## src/rtl/prog_moore_fsm_pkg.sv

```systemverilog
// prog_moore_fsm_pkg
// Shared definitions for the table-driven Moore FSM.
//   - Rule word layout helpers. The word is {valid, src, dst, mask, value},
//     MSB first, so value sits at bit 0.
//   - idx_w(): index width that never collapses to zero bits.
//   - onehot(): one-hot constant from a state index.
//   - fsm_evt_e: per-cycle event class used by the next-state logic.
package prog_moore_fsm_pkg;

  localparam int MAX_STATES = 64;

  // What the FSM does on a given edge, in priority order clr > freeze > step.
  typedef enum logic [1:0] {
    EV_STEP   = 2'd0,
    EV_FREEZE = 2'd1,
    EV_CLR    = 2'd2
  } fsm_evt_e;

  function automatic int idx_w(input int n);
    return (n > 1) ? $clog2(n) : 1;
  endfunction

  function automatic int VALUE_LSB();
    return 0;
  endfunction

  function automatic int MASK_LSB(input int num_in);
    return num_in;
  endfunction

  function automatic int DST_LSB(input int num_in);
    return 2 * num_in;
  endfunction

  function automatic int SRC_LSB(input int sw, input int num_in);
    return sw + 2 * num_in;
  endfunction

  function automatic int VALID_BIT(input int sw, input int num_in);
    return 2 * sw + 2 * num_in;
  endfunction

  function automatic int rule_w(input int sw, input int num_in);
    return 1 + 2 * sw + 2 * num_in;
  endfunction

  function automatic logic [MAX_STATES-1:0] onehot(input int idx);
    return {{(MAX_STATES-1){1'b0}}, 1'b1} << idx;
  endfunction

endpackage

```

## src/rtl/prog_moore_fsm_rule_sel.sv

```systemverilog
// prog_moore_fsm_rule_sel
// Combinational priority selector over the transition-rule table.
// Ports:
//   rules     - full rule table (registered in the parent)
//   state_idx - binary index of the current state
//   in        - condition inputs
//   hit       - at least one rule matches
//   dst_idx   - destination of the lowest-index matching rule (0 if no hit)
module prog_moore_fsm_rule_sel
  import prog_moore_fsm_pkg::*;
#(
  parameter int NUM_STATES = 4,
  parameter int NUM_IN     = 3,
  parameter int NUM_RULES  = 8,
  parameter int SW         = idx_w(NUM_STATES),
  parameter int RULE_W     = rule_w(SW, NUM_IN)
) (
  input  logic [RULE_W-1:0] rules [NUM_RULES],
  input  logic [SW-1:0]     state_idx,
  input  logic [NUM_IN-1:0] in,
  output logic              hit,
  output logic [SW-1:0]     dst_idx
);

  localparam int VB = VALID_BIT(SW, NUM_IN);
  localparam int SL = SRC_LSB(SW, NUM_IN);
  localparam int DL = DST_LSB(NUM_IN);
  localparam int ML = MASK_LSB(NUM_IN);
  localparam int VL = VALUE_LSB();
  localparam logic [SW:0] DST_LIMIT = (SW+1)'(NUM_STATES);

  logic [NUM_RULES-1:0] match;

  // A source index out of range can never equal the (always legal) current
  // index, so only the destination needs an explicit range check.
  always_comb begin
    match = '0;
    for (int i = 0; i < NUM_RULES; i++) begin
      match[i] = rules[i][VB]
              && (rules[i][SL +: SW] == state_idx)
              && ({1'b0, rules[i][DL +: SW]} < DST_LIMIT)
              && (((in ^ rules[i][VL +: NUM_IN]) & rules[i][ML +: NUM_IN]) == '0);
    end
  end

  // Scanning from the top down lets the lowest-index match overwrite the rest.
  always_comb begin
    hit     = 1'b0;
    dst_idx = '0;
    for (int i = NUM_RULES - 1; i >= 0; i--) begin
      if (match[i]) begin
        hit     = 1'b1;
        dst_idx = rules[i][DL +: SW];
      end
    end
  end

endmodule

```

## src/rtl/prog_moore_fsm.sv

```systemverilog
// prog_moore_fsm
// Run-time programmable Moore FSM with a one-hot state register.
// Ports:
//   clk, rst_b             - clock, asynchronous active-low reset
//   en                     - advance enable (0 freezes state and dwell)
//   clr                    - synchronous return to RST_STATE, tables kept
//   in                     - condition inputs
//   rule_we/addr/wdata     - rule table write port
//   outv_we/addr/wdata     - per-state output table write port
//   state, state_idx       - one-hot and binary current state
//   out                    - output table entry of the current state
//   dwell                  - saturating cycles spent in current state
//   trans                  - one-cycle pulse when a new state becomes visible
module prog_moore_fsm
  import prog_moore_fsm_pkg::*;
#(
  parameter int NUM_STATES = 4,
  parameter int NUM_IN     = 3,
  parameter int NUM_RULES  = 8,
  parameter int OUT_W      = 1,
  parameter int CNT_W      = 8,
  parameter int RST_STATE  = 0,
  localparam int SW        = idx_w(NUM_STATES),
  localparam int AW        = idx_w(NUM_RULES),
  localparam int RULE_W    = rule_w(SW, NUM_IN)
) (
  input  logic                  clk,
  input  logic                  rst_b,
  input  logic                  en,
  input  logic                  clr,
  input  logic [NUM_IN-1:0]     in,
  input  logic                  rule_we,
  input  logic [AW-1:0]         rule_addr,
  input  logic [RULE_W-1:0]     rule_wdata,
  input  logic                  outv_we,
  input  logic [SW-1:0]         outv_addr,
  input  logic [OUT_W-1:0]      outv_wdata,
  output logic [NUM_STATES-1:0] state,
  output logic [SW-1:0]         state_idx,
  output logic [OUT_W-1:0]      out,
  output logic [CNT_W-1:0]      dwell,
  output logic                  trans
);

  localparam logic [NUM_STATES-1:0] RST_ONEHOT = NUM_STATES'(onehot(RST_STATE));

  logic [NUM_STATES-1:0] state_q, state_d;
  logic [CNT_W-1:0]      dwell_q, dwell_d;
  logic                  trans_q, trans_d;
  logic [RULE_W-1:0]     rules_q   [NUM_RULES];
  logic [RULE_W-1:0]     rules_d   [NUM_RULES];
  logic [OUT_W-1:0]      out_tbl_q [NUM_STATES];
  logic [OUT_W-1:0]      out_tbl_d [NUM_STATES];

  fsm_evt_e          evt;
  logic              hit;
  logic [SW-1:0]     dst_idx;

  // One-hot to binary; OR-reduction avoids a priority chain.
  always_comb begin
    state_idx = '0;
    for (int i = 0; i < NUM_STATES; i++) begin
      state_idx = state_idx | (state_q[i] ? SW'(i) : '0);
    end
  end

  // Output comes only from registered state and table, never from in.
  always_comb begin
    out = '0;
    for (int i = 0; i < NUM_STATES; i++) begin
      out = out | (state_q[i] ? out_tbl_q[i] : '0);
    end
  end

  prog_moore_fsm_rule_sel #(
    .NUM_STATES (NUM_STATES),
    .NUM_IN     (NUM_IN),
    .NUM_RULES  (NUM_RULES),
    .SW         (SW),
    .RULE_W     (RULE_W)
  ) u_rule_sel (
    .rules     (rules_q),
    .state_idx (state_idx),
    .in        (in),
    .hit       (hit),
    .dst_idx   (dst_idx)
  );

  always_comb begin
    evt = clr ? EV_CLR : (en ? EV_STEP : EV_FREEZE);
  end

  // Next state, dwell and transition pulse. A matching self-loop is treated
  // exactly like a no-match hold so dwell keeps counting.
  always_comb begin
    state_d = state_q;
    dwell_d = dwell_q;
    trans_d = 1'b0;
    unique case (evt)
      EV_CLR: begin
        state_d = RST_ONEHOT;
        dwell_d = '0;
        trans_d = (state_q != RST_ONEHOT);
      end
      EV_FREEZE: begin
        trans_d = 1'b0;
      end
      EV_STEP: begin
        if (hit && (dst_idx != state_idx)) begin
          for (int i = 0; i < NUM_STATES; i++) begin
            state_d[i] = (dst_idx == SW'(i));
          end
          dwell_d = '0;
          trans_d = 1'b1;
        end else if (dwell_q != {CNT_W{1'b1}}) begin
          dwell_d = dwell_q + 1'b1;
        end
      end
      default: begin
        state_d = state_q;
      end
    endcase
  end

  // Table updates. Address compares against each legal slot make out-of-range
  // writes fall through naturally; both tables may be written on one edge.
  always_comb begin
    rules_d   = rules_q;
    out_tbl_d = out_tbl_q;
    for (int i = 0; i < NUM_RULES; i++) begin
      if (rule_we && (rule_addr == AW'(i))) begin
        rules_d[i] = rule_wdata;
      end
    end
    for (int i = 0; i < NUM_STATES; i++) begin
      if (outv_we && (outv_addr == SW'(i))) begin
        out_tbl_d[i] = outv_wdata;
      end
    end
  end

  // All state lives here; the rule selector sees only the pre-edge tables.
  always_ff @(posedge clk or negedge rst_b) begin
    if (!rst_b) begin
      state_q   <= RST_ONEHOT;
      dwell_q   <= '0;
      trans_q   <= 1'b0;
      rules_q   <= '{default: '0};
      out_tbl_q <= '{default: '0};
    end else begin
      state_q   <= state_d;
      dwell_q   <= dwell_d;
      trans_q   <= trans_d;
      rules_q   <= rules_d;
      out_tbl_q <= out_tbl_d;
    end
  end

  assign state = state_q;
  assign dwell = dwell_q;
  assign trans = trans_q;

endmodule
```

## config.mk

```make
export PLATFORM = sky130hd
export DESIGN_NAME = prog_moore_fsm
export DESIGN_NICKNAME = d
export VERILOG_FILES = /design/src/rtl/prog_moore_fsm_pkg.sv /design/src/rtl/prog_moore_fsm_rule_sel.sv /design/src/rtl/prog_moore_fsm.sv
export SDC_FILE = /design/constraint.sdc
export NUM_CORES = 1
export LEC_CHECK = 0
export CORE_UTILIZATION = 30
export CTS_CLUSTER_SIZE = 14
export DETAILED_ROUTE_END_ITERATION = 16
export HOLD_SLACK_MARGIN = 0.12
export SYNTH_ARGS = -nofsm -noshare
export SYNTH_HDL_FRONTEND = slang
export SYNTH_SLANG_ARGS = --single-unit
export TNS_END_PERCENT = 5
```

## constraint.sdc

```tcl
create_clock -name clk -period 4.49 [get_ports clk]
set_input_delay 0.6735 -clock clk [delete_from_list [all_inputs] [get_ports clk]]
set_output_delay 0.6735 -clock clk [all_outputs]
set_load 0.02 [all_outputs]
```

==> results.md, run 1 <==
- The overall die area is ~18000 um^2.
- The fmax is approximately 0.27 GHz.
- The first routing iteration left around 190 violations.
- The clock insertion delay at the later pin of the skew report is ~0.34 ns.
- The wire length of the first global-routing pass is between 15 and 20 mm.
- STA puts the critical path data required time at ~4.7 ns.
- The root buffer cell is clkbuf_16.
- Of the total synthesized cell area, the portion taken by AND, OR, NAND and NOR gates is 0.113.
- The first detailed-routing pass took 4 iterations.
- The tightest min-delay check is of the primary input to async pin type.
- The library cells used most frequently in the layout, excluding fill and tap cells, are dfrtp_1 (104), mux2_2 (91), clkdlybuf4s50_1 (40).
- CTS saw about 110 sinks.
- The dominant combinational cell family by area after synthesis is multiplexers.
- The post-CTS setup-driven buffer insertion count is 0.
- The register area share after synthesis is 0.513.
- After routing, the total negative slack on setup checks comes to 0 ns.
- The clock transition at the register clock pins on the worst setup and hold paths after CTS is 0.07 ns.
- The relative area change from synthesis to final layout is 17.7%.
- In this run the remaining antenna-violating nets after routing total 0.
- Once the clock tree was built, the resizer swapped 0 gates to a different size.
- The kind of end point of the critical path is a flop.
- The area of the placeable core is between 15000 and 20000 um^2.
- The data arrival time of the worst path is a little under 4 ns.
- Leaving out fill and tap cells, the most frequent cell in the layout is dfrtp_1.
- The port buffer count is about 40.
- Setup repair after global routing left no endpoint under its margin.
- In this run the deepest clock path goes through 2 buffers.
- The number of antenna violations at the first check in global routing came to 0.
- After floorplanning, the core was divided into 47 placement rows.
- The worst clock skew is approximately 0.008 ns.
- The number of vias in the routed layout is ~3.5k.
- Counting flops with an async set or reset pin after synthesis yields a share of 1.00.
- The critical-path maximum fanout is 8.
- The worst pin sits at a relative slew slack of 0.217.
- The layout net count is ~480.
- Among all flip-flop cells after synthesis, the most frequent one is dfrtp_1.
- The register bit total from synthesis is between 100 and 150.
- The share of the cycle needed by the critical path after routing is 0.813.
- The leakage power is about 0.0025 uW.
- Across all setup checks in the final design, the least slack found is roughly 0.84 ns.
- The slew at the pin closest to its max-slew limit is around 1.2 ns.
- After synthesis the cells add up to 5120 um^2.
- The number of setup violations in the final report is 0.
- The global-route congestion overflow total is 0.
- The tool flagged a number of max-cap violations equal to 0.
- The setup slack at placement is just over 0.5 ns.
- The average footprint of a synthesized cell is roughly 12 um^2.
- The wire length after detailed routing is around 12 mm.
- Pin placement for this block handled 42 I/O pins.
- The element type at the critical path start is a primary input.
- Counting flops with a built-in enable in the synthesized netlist gives 0.
- The die width is about 130 um.
- The DRC violation count after routing is 0.
- After synthesis, the share of cell area in mux cells is 0.204.
- The max-slew violation count is 0.
- The average via count per standard cell is between 5 and 6.
- The count of antenna diodes in the layout is 0.
- The critical path in this run is classified as primary input to flop.
- The clock period could shrink to around 3.6 ns.
- The die height is 133 um.
- The placed wire-length estimate after detailed placement is 8.22 mm.
- Entering global routing, the biggest net connects between 70 and 80 pins.
- Routability-driven placement finished with a final weighted congestion of 0.780.
- Of the total synthesized cell area, the portion taken by full adders, half adders and majority gates is 0.00244.
- VDD sags by at most between 0.2 and 0.3 mV.
- The fraction of the mapped netlist area in compound gates is 0.0867.
- The count of synthesis-stage warnings from yosys is 0.
- For this configuration, the core starts out at a cell density of 0.308.
- After detailed routing, the average wire length per cell comes to 17.3 um.
- The final hold violation count is 0.
- Of the cells placed in the final design, the portion with a size suffix greater than 1 is 0.274.
- The overall fraction of global-route tracks in use is 0.144.
- The total power after layout is 2670 uW.
- The number of standard cells after synthesis is between 400 and 500.
- The run finished with clean final reports.
- The cell area power density is about 440 nW/um^2.
- Of the total synthesized cell area, the portion taken by XOR and XNOR cells is 0.0581.
- The CTS buffer count is 9.
- The H-tree depth reported by CTS is 3.
- The number of distinct library cell variants in the gate-level netlist after synthesis is 59.
- The post-cts hold buffer count is 0.
- The TritonCTS clock tree is built.
- Synthesis produced a netlist with a net count of around 440.
- The via count of the first global-routing pass is 3576.
-- path summary, 6_finish.rpt --
| check | start | endpoint | slack, ns | cells after the start |
|---|---|---|---|---|
| max in group asynchronous | rst_b | rules_q[2]$_DFFE_PN0P_ | 3.02 | 2 |
| setup reg to reg | state[1]$_DFFE_PN0P_ | dwell[2]$_DFFE_PN0P_ | 1.14 | 10 |
| min in group clk | rules_q[87]$_DFFE_PN0P_ | rules_q[87]$_DFFE_PN0P_ | 0.51 | 1 |
| hold / removal | rst_b | dwell[6]$_DFFE_PN0P_ | 0.49 | 1 |
| setup / recovery | in[2] | dwell[2]$_DFFE_PN0P_ | 0.84 | 11 |
| hold reg to reg | rules_q[87]$_DFFE_PN0P_ | rules_q[87]$_DFFE_PN0P_ | 0.51 | 1 |
-- flip-flops by register name, summed over array words and instances (netlist names) --
name / cells
rules_q: 88
state: 4
out_tbl_q: 4
trans: 1
dwell: 8
-- synthesized netlist by cell type (3+ instances only) --
cell,number,area [um^2]
a22oi_1,16,120
dfrtp_1,104,2600
inv_1,6,22.5
nor2_1,13,48.8
nor4_1,4,25.0
mux2_2,91,1020
xnor2_1,6,52.6
clkbuf_1,8,30.0
a221o_1,3,30.0
or2_2,5,31.3
nand4b_1,3,26.3
buf_2,3,15.0
buf_4,3,22.5
and2_1,3,18.8
nor2b_1,3,18.8
nand4_1,8,50.1
a21oi_1,6,30.0
nor3_1,5,25.0
xor2_1,28,245
o21ai_0,11,55.1
nand2b_1,4,25.0
or3_1,8,50.1
nor3b_1,4,30.0
nand2_1,16,60.1
nand3_1,9,45.0
a21o_1,3,22.5
-- layout make-up --
| type | instances | area [um^2] |
|---|---|---|
| clock buffer | 9 | 225 |
| inverter | 7 | 26.3 |
| tap | 220 | 275 |
| timing repair buffer | 44 | 430 |
| multi-input combinational | 287 | 2400 |
| sequential | 105 | 2630 |
| clock inverter | 4 | 47.5 |
| fill | 1610 | 10600 |
-- cell families (layout without fill, tap and decap cells) --
logic type / count (synthesis) / after routing
adder cells (fa/ha/maj): 1 / 1
XOR/XNOR: 34 / 34
AO/OA/AOI/OAI: 59 / 59
buffers and inverters: 23 / 64
flip-flops: 105 / 105
AND/OR/NAND/NOR: 100 / 100
multiplexers: 93 / 93
-- per-layer routing --
| metal | global-route usage | wire (um) |
|---|---|---|
| met3 | 0.0299 | 427 |
| met2 | 0.242 | 5680 |
| met1 | 0.188 | 5440 |
| met5 | 0 | 0 |
| met4 | 0.0364 | 144 |
-- worst max-delay path, cell delays in order --
cell and delay, ns:
clkdlybuf4s50_1 0.67, xor2_1 0.27, a22oi_1 0.37, and4_1 0.34
a21bo_2 0.15, o211ai_1 0.12, a32oi_4 0.36, xnor2_1 0.13
a21o_1 0.25, and2_4 0.20, a221o_1 0.34
-- power by group --
| group | internal [uW] | switching [uW] | leakage (uW) |
|---|---|---|---|
| clock | 421 | 329 | 0.000133 |
| sequential | 1140 | 130 | 0.00128 |
| combinational | 337 | 313 | 0.00110 |
| total | 1900 | 773 | 0.00251 |
-- through the flow --
stage               area (um^2)  hold slack [ns]  instances   util
CTS                        6030            0.509        676  0.363
finish                     6030            0.491        676  0.363
floorplan                  5120            0.378        415      -
global route               6030            0.522        676  0.363
global placement           5760            0.486        663  0.346
detailed placement         5760            0.494        663  0.346
Note: power is estimated with default switching activity, not from simulation.
==> inputs of run 2 (changes only) <==
==> constraint.sdc (replaced) <==
create_clock -name clk -period 3.19 [get_ports clk]
set_input_delay 0.4785 -clock clk [delete_from_list [all_inputs] [get_ports clk]]
set_output_delay 0.4785 -clock clk [all_outputs]
set_load 0.02 [all_outputs]
==> run 2 against run 1 <==
Critical endpoint is now dwell[6]$_DFFE_PN0P_; wire length is 2.2% higher; clock skew grew 0.0017 ns; first-iteration DRC count fell by 29%; sequential share of layout area decreased by 2.5 points; critical path type unchanged; total power increased by 52%; sequential cell count unchanged; final area grew 6.2%.
==> results.md, run 2 (synthesized netlist as in run 1, its figures left out) <==
- The worst setup path is captured at a flop.
- The number of vias in the routed layout is ~3.6k.
- The slew at the pin closest to its max-slew limit is 0.510 ns.
- The area of all sequential standard cells is 2630 um^2.
- The clock insertion delay at the later pin of the skew report is between 0.3 and 0.4 ns.
- For this block, the initial DRC count from the detailed router was about 140.
- The via count of the first global-routing pass is roughly 3.6k.
- The filler cells instantiated in the layout total around 1.6k.
- For the worst flop-to-flop path, the logic depth is 11.
- The max-slew violation count is 0.
- The wire length after detailed routing is between 10 and 15 mm.
- Detailed placement finished with a half-perimeter wire length of around 8.6 mm.
- The die width is 133 um.
- The most common cell after layout, fill and taps aside is dfrtp_1.
- TritonCTS created 9 clock buffers.
- For this design the ratio of total power to cell area is roughly 630 nW/um^2.
- The fraction of final layout cells with drive strength greater than 1 is 0.346.
- The cell row count is 47.
- TritonCTS built the clock tree.
- The area used by multi-input combinational logic is roughly 2400 um^2.
- For this run, the share of the core covered by cells in the final layout is 0.385.
- The average via count per standard cell is between 4 and 5.
- After global routing the overflow that remains totals 0.
- More flip-flops sit in one register than any other, and that register is rules_q.
- The layout net count is between 500 and 600.
- The DRC violation count after routing is 0.
- The minimum clock period after layout is 3.09 ns.
- The worst slew margin relative to its limit is 0.660.
- VDD sags by at most ~0.30 mV.
- Entering global routing, the biggest net connects 39 pins.
- Clock tree synthesis found a total of about 110 sinks.
- The global placement routability congestion is around 0.80.
- The setup slack at placement is -0.282 ns.
- The post-detailed-route count of antenna-violating nets is 0.
- The number of antenna diodes in the final layout is 0.
- The final hold violation count came to 0.
- The worst path meets setup with 0.0985 ns of slack.
- The fmax is approximately 0.32 GHz.
- The number of antenna violations at the first check in global routing is 0.
- The type of the worst setup path is primary input to flop.
- Across the run, the number of max-cap violations was 0.
- For this design the static power due to leakage is roughly 0.0027 uW.
- Data arrives at the worst endpoint at between 3 and 4 ns.
- In the layout the commonest cells are dfrtp_1 (101), mux2_2 (91), clkdlybuf4s50_1 (39).
- After clock tree synthesis, the setup repair step added 0 buffers.
- The run finished with clean final reports.
- The register with the most flip-flops in the layout has 88 of them.
- On the final layout, the worst clock skew is between 0.009 and 0.01 ns.
- The initial utilization of the core area, before any placement, comes to 0.308.
- The overall die area is ~18000 um^2.
- Counting instances, the worst hold path has a depth of 1.
- The clock passes through at most 2 buffers.
- The root buffer cell is clkbuf_16.
- The core region is 16600 um^2.
- The share of the cycle needed by the critical path after routing is 0.969.
- The first global-routing pass estimated between 15 and 20 mm of wire.
- The clock transition at the register clock pins on the worst setup and hold paths after CTS is around 0.070 ns.
- The number of setup violations in the final report is 0.
- The port buffer count is 41.
- At the worst endpoint, the required time is between 3 and 4 ns.
- The final hold slack is ~0.5 ns.
- The number of detailed-route iterations in the first pass is 4.
- The overall fraction of global-route tracks in use is 0.141.
- STA classifies the critical path startpoint as a primary input.
- The number of top-level pins is 42.
- Of all nets on the critical path, the largest fanout is 8.
- The relative area change from synthesis to final layout is 25.1%.
- The average wire length per cell after detail routing is between 15 and 20 um.
- The classification of the worst-slack hold path is flop to flop.
- The floorplan step set the die height to 133 um.
- The sum of negative setup slack is 0 ns.
- The H-tree depth reported by CTS is 3.
==> run 2: per-layer routing <==
layer  track usage  share of wire
met1         0.185           0.46
met2         0.238           0.49
met3        0.0257          0.044
met4        0.0358         0.0087
met5             0              0
==> run 2: stage by stage <==
stage          std cells  power, uW  area (um^2)
2_1_floorplan        415       2400         5120
3_3_place_gp         696       2760         6010
3_5_place_dp         696       2810         6010
4_1_cts              712       4070         6360
5_1_grt              712       4260         6410
6_report             712       4060         6410
==> run 2: path summary, 6_finish.rpt <==
kind / from / endpoint / slack, ns
max in group asynchronous: rst_b / rules_q[5]$_DFFE_PN0P_ / 1.80
min: rules_q[26]$_DFFE_PN0P_ / rules_q[26]$_DFFE_PN0P_ / 0.51
max reg2reg: state[2]$_DFFE_PN0P_ / dwell[6]$_DFFE_PN0P_ / 0.14
min reg2reg: rules_q[26]$_DFFE_PN0P_ / rules_q[26]$_DFFE_PN0P_ / 0.51
max: in[0] / dwell[6]$_DFFE_PN0P_ / 0.1
min in group asynchronous: rst_b / dwell[5]$_DFFE_PN0P_ / 0.65
==> run 2: timing repair <==
action,in CTS,in global routing
hold endpoints to repair,18,0
gates resized for setup,0,12
hold buffers,1,0
setup endpoints to repair,0,9
==> run 2: cell type report <==
type,instances,area share
multi-input cells,287,0.381
repair buffers,78,0.108
flip-flops and latches,105,0.411
clock inverters,5,0.0162
inverters,7,0.00410
well taps,220,0.0429
clock buffers,10,0.0373
==> run 2: where the power goes <==
group	total [uW]	leakage [uW]	internal [uW]	switching (uW)
Sequential	1780	0.00128	1610	176
Combinational	1020	0.00128	547	473
Clock	1260	0.000169	784	477
==> run 2: critical path, cell delays in order <==
cell             delay (ns)
clkdlybuf4s50_1        0.44
buf_4                  0.20
xor2_1                 0.17
a22oi_1                0.26
nand4_1                0.22
or2_2                  0.34
a31oi_2                0.20
o211ai_2               0.12
xnor2_1                0.16
a21o_1                 0.21
and2_4                 0.17
a221o_1                0.34
==> inputs of run 3 (changes only) <==
--- a/config.mk
+++ b/config.mk
@@ -9,6 +9,7 @@
 export CTS_CLUSTER_SIZE = 14
 export DETAILED_ROUTE_END_ITERATION = 16
 export HOLD_SLACK_MARGIN = 0.12
+export MAX_ROUTING_LAYER = met4
 export SYNTH_ARGS = -nofsm -noshare
 export SYNTH_HDL_FRONTEND = slang
 export SYNTH_SLANG_ARGS = --single-unit
==> run 3 against run 2 <==
Sequential share of layout area stayed put; global-route usage is 0.44 points higher; largest power group unchanged; register-to-register slack hardly changed; sequential power hardly changed; worst setup slack better by 0.013 ns; wire length is 0.24% higher; critical endpoint unchanged; via count is 0.48% lower; sequential cell count stayed put.
==> results.md, run 3 (synthesized netlist as in run 1, its figures left out) <==
- The number of vias in the routed layout is 3536.
- The setup slack at placement is -0.282 ns.
- The TritonCTS sink count is 105.
- The average wire length per cell after detail routing is roughly 17 um.
- Summed over all nets, the half-perimeter wirelength after detailed placement is roughly 8.6 mm.
- The worst register-to-register path begins at state[2]$_DFFE_PN0P_.
- After floorplanning, the core was sized to cover about 17000 um^2.
- The routed design has between 10 and 15 mm of wire.
- Clock-pin slew was measured on the worst setup and hold paths at 0.06 ns.
- Using the TritonRoute via totals, the vias-per-cell ratio works out to 4.97.
- The analysis attributes to net switching a power of between 1000 and 1500 uW.
- The internal power component is between 2000 and 3000 uW.
- The largest net degree at the start of global routing is 39.
- The iteration-0 DRC count of the detailed router is 145.
- In the layout the commonest cells are dfrtp_1 (101), mux2_2 (91), clkdlybuf4s50_1 (39).
- The post-layout worst setup margin is 0.112 ns.
- Across every metal layer, demand over resource in global routing totals 0.145.
- The number of setup violations in the final report is 0.
- The total overflow left after global routing is 0.
- The max-slew violation count came to 0.
- The relative area change from synthesis to final layout is 25.1%.
- The critical path in this run is classified as primary input to flop.
- The post-CTS setup-driven buffer insertion count is 0.
- The register with the most flip-flops in the final layout is rules_q.
- For this design the ratio of total power to cell area is roughly 630 nW/um^2.
- The share of the cycle needed by the critical path after routing is 0.965.
- Counting I/O delays and the setup requirement, the final critical path takes roughly 3 ns.
- For this design the top-level I/O count stands at 42.
- The tree is rooted in a clkbuf_16.
- The final hold violation count is 0.
- The most common cell after layout, fill and taps aside is dfrtp_1.
- Between clock sinks in the finished design, the worst skew comes to between 0.01 and 0.015 ns.
- The number of antenna violations at the first check in global routing is 0.
- The leakage power is between 0.002 and 0.003 uW.
- The part of the power in the clock network is 0.311.
- The CTS buffer count is 9.
- The critical path goes through clkdlybuf4s50_1 -> buf_4 -> xor2_1 -> a22oi_1 -> nand4_1 -> or2_2 -> a31oi_2 -> o211ai_2 -> xnor2_1 -> a21o_1 -> and2_4 -> a221o_1.
- The die width is roughly 130 um.
- In the routed design, unresolved DRC markers number 0.
- The number of flip-flops under the largest register name is 88.
- The element type at the critical path start is a primary input.
- Input and output buffers added on the ports amount to 41.
- The cell row count is between 40 and 50.
- Across the VDD grid, the largest voltage drop is 0.295 mV.
- The critical path required time is between 3 and 4 ns.
- The tool flagged a number of max-cap violations equal to 0.
- The non-filler instance count after layout is 712.
- STA classifies the critical path endpoint as a flop.
- Total power for the finished layout comes to just over 4000 uW.
- The count of nets left with antenna violations once routing finished came out at 0.
- The slew at the pin closest to its max-slew limit is 0.505 ns.
- The switching power as a share of total power is 0.277.
- On the critical path, the stage with the largest delay is an instance of clkdlybuf4s50_1.
- The share of total power dissipated in sequential elements is 0.438.
- The fraction of final layout cells with drive strength greater than 1 is 0.346.
- In the final design database the tool counted between 500 and 600 nets.
- The number of detailed-route iterations in the first pass is 4.
- The sum of negative setup slack is 0 ns.
- No sink is reached through more buffers than the 2 on the longest clock path.
- The flow ran to the end, and the final reports show no timing, DRC or antenna violations.
- The classification of the worst-slack hold path is flop to flop.
- The first global-routing pass estimated approximately 19 mm of wire.
- In this run the worst setup path begins at in[0].
- Derived from the worst setup path, the maximum achievable clock frequency is between 0.3 and 0.4 GHz.
- Counting tap cells, the placed design contains a total of 696 instances.
- The repair_antennas step left the layout with diodes totalling 0.
- The die height is 133 um.
- Of all nets on the critical path, the largest fanout is 8.
- The overall die area is around 18000 um^2.
- Headroom to the max-slew limit came out at 0.663.
- On the worst path, the slowest cell contributes a delay of ~0.44 ns.
- The clock reaches the later pin of the worst-skew pair after between 0.3 and 0.4 ns.
- The TritonCTS clock tree is built.
- The H-tree depth reported by CTS is 3.
- In this run the most critical hold path is launched from rules_q[26]$_DFFE_PN0P_.
- For this configuration, the core starts out at a cell density of 0.308.
- Of the total power, combinational logic draws 0.251.
- The via count of the first global-routing pass is 3585.
- The data arrival time of the worst path is 3.31 ns.
- Routability-driven placement finished with a final weighted congestion of between 0.8 and 0.9.
==> run 3: cell counts in the layout (fill, tap and decap cells not counted) <==
Identical to the previous run, type by type.
==> run 3: metrics by stage <==
stage / instance area, um^2 / hold WS (ns) / util
2_1_floorplan: 5120 / 0.183 / -
3_3_place_gp: 6010 / 0.483 / 0.361
3_5_place_dp: 6010 / 0.486 / 0.361
4_1_cts: 6360 / 0.510 / 0.382
5_1_grt: 6410 / 0.520 / 0.385
6_report: 6410 / 0.508 / 0.385
==> run 3: per-layer routing <==
layer,track usage,wire length (um),vias up
li1,-,-,1665
met1,0.184,5660,1801
met2,0.239,5920,63
met3,0.0280,313,7
met4,0.0319,89,0
met5,-,0,-
==> run 3: worst paths after layout <==
path | slack (ns) | cells past startpoint | to
max in group asynchronous | 1.81 | 3 | rules_q[5]$_DFFE_PN0P_
setup reg to reg | 0.14 | 11 | dwell[6]$_DFFE_PN0P_
hold / removal | 0.51 | 1 | rules_q[26]$_DFFE_PN0P_
hold reg to reg | 0.51 | 1 | rules_q[26]$_DFFE_PN0P_
min in group asynchronous | 0.65 | 2 | dwell[5]$_DFFE_PN0P_
setup / recovery | 0.11 | 12 | dwell[6]$_DFFE_PN0P_
==> run 3: what timing repair did <==
item | 4_1_cts | 5_1_grt
hold endpoints to repair | 18 | 0
setup endpoints to repair | 0 | 9
hold buffers | 1 | 0
gates resized for setup | 0 | 12
==> run 3: power groups by stage <==
stage,Combinational (uW),Sequential [uW],Clock [uW]
floorplan,631,1770,0
global placement,976,1790,0
detailed placement,1000,1800,0
CTS,1010,1780,1290
global route,1110,1810,1340
finish,1020,1780,1260
==> run 3: worst max-delay path: cells and delay by family <==
family / cells / cell delay, ns
AOI/OAI and AO/OA: 5 / 1.13
and+or+nand+nor: 3 / 0.73
buffers and inverters: 2 / 0.64
xor gates and xnor gates: 2 / 0.33
==> run 3: final cells by class <==
class | instances | area (um^2)
flip-flops and latches | 105 | 2630
well taps | 220 | 275
clock buffers | 10 | 239
fillers | 1576 | 10200
clock inverters | 5 | 104
inverters | 7 | 26.3
multi-input cells | 287 | 2440
repair buffers | 78 | 691
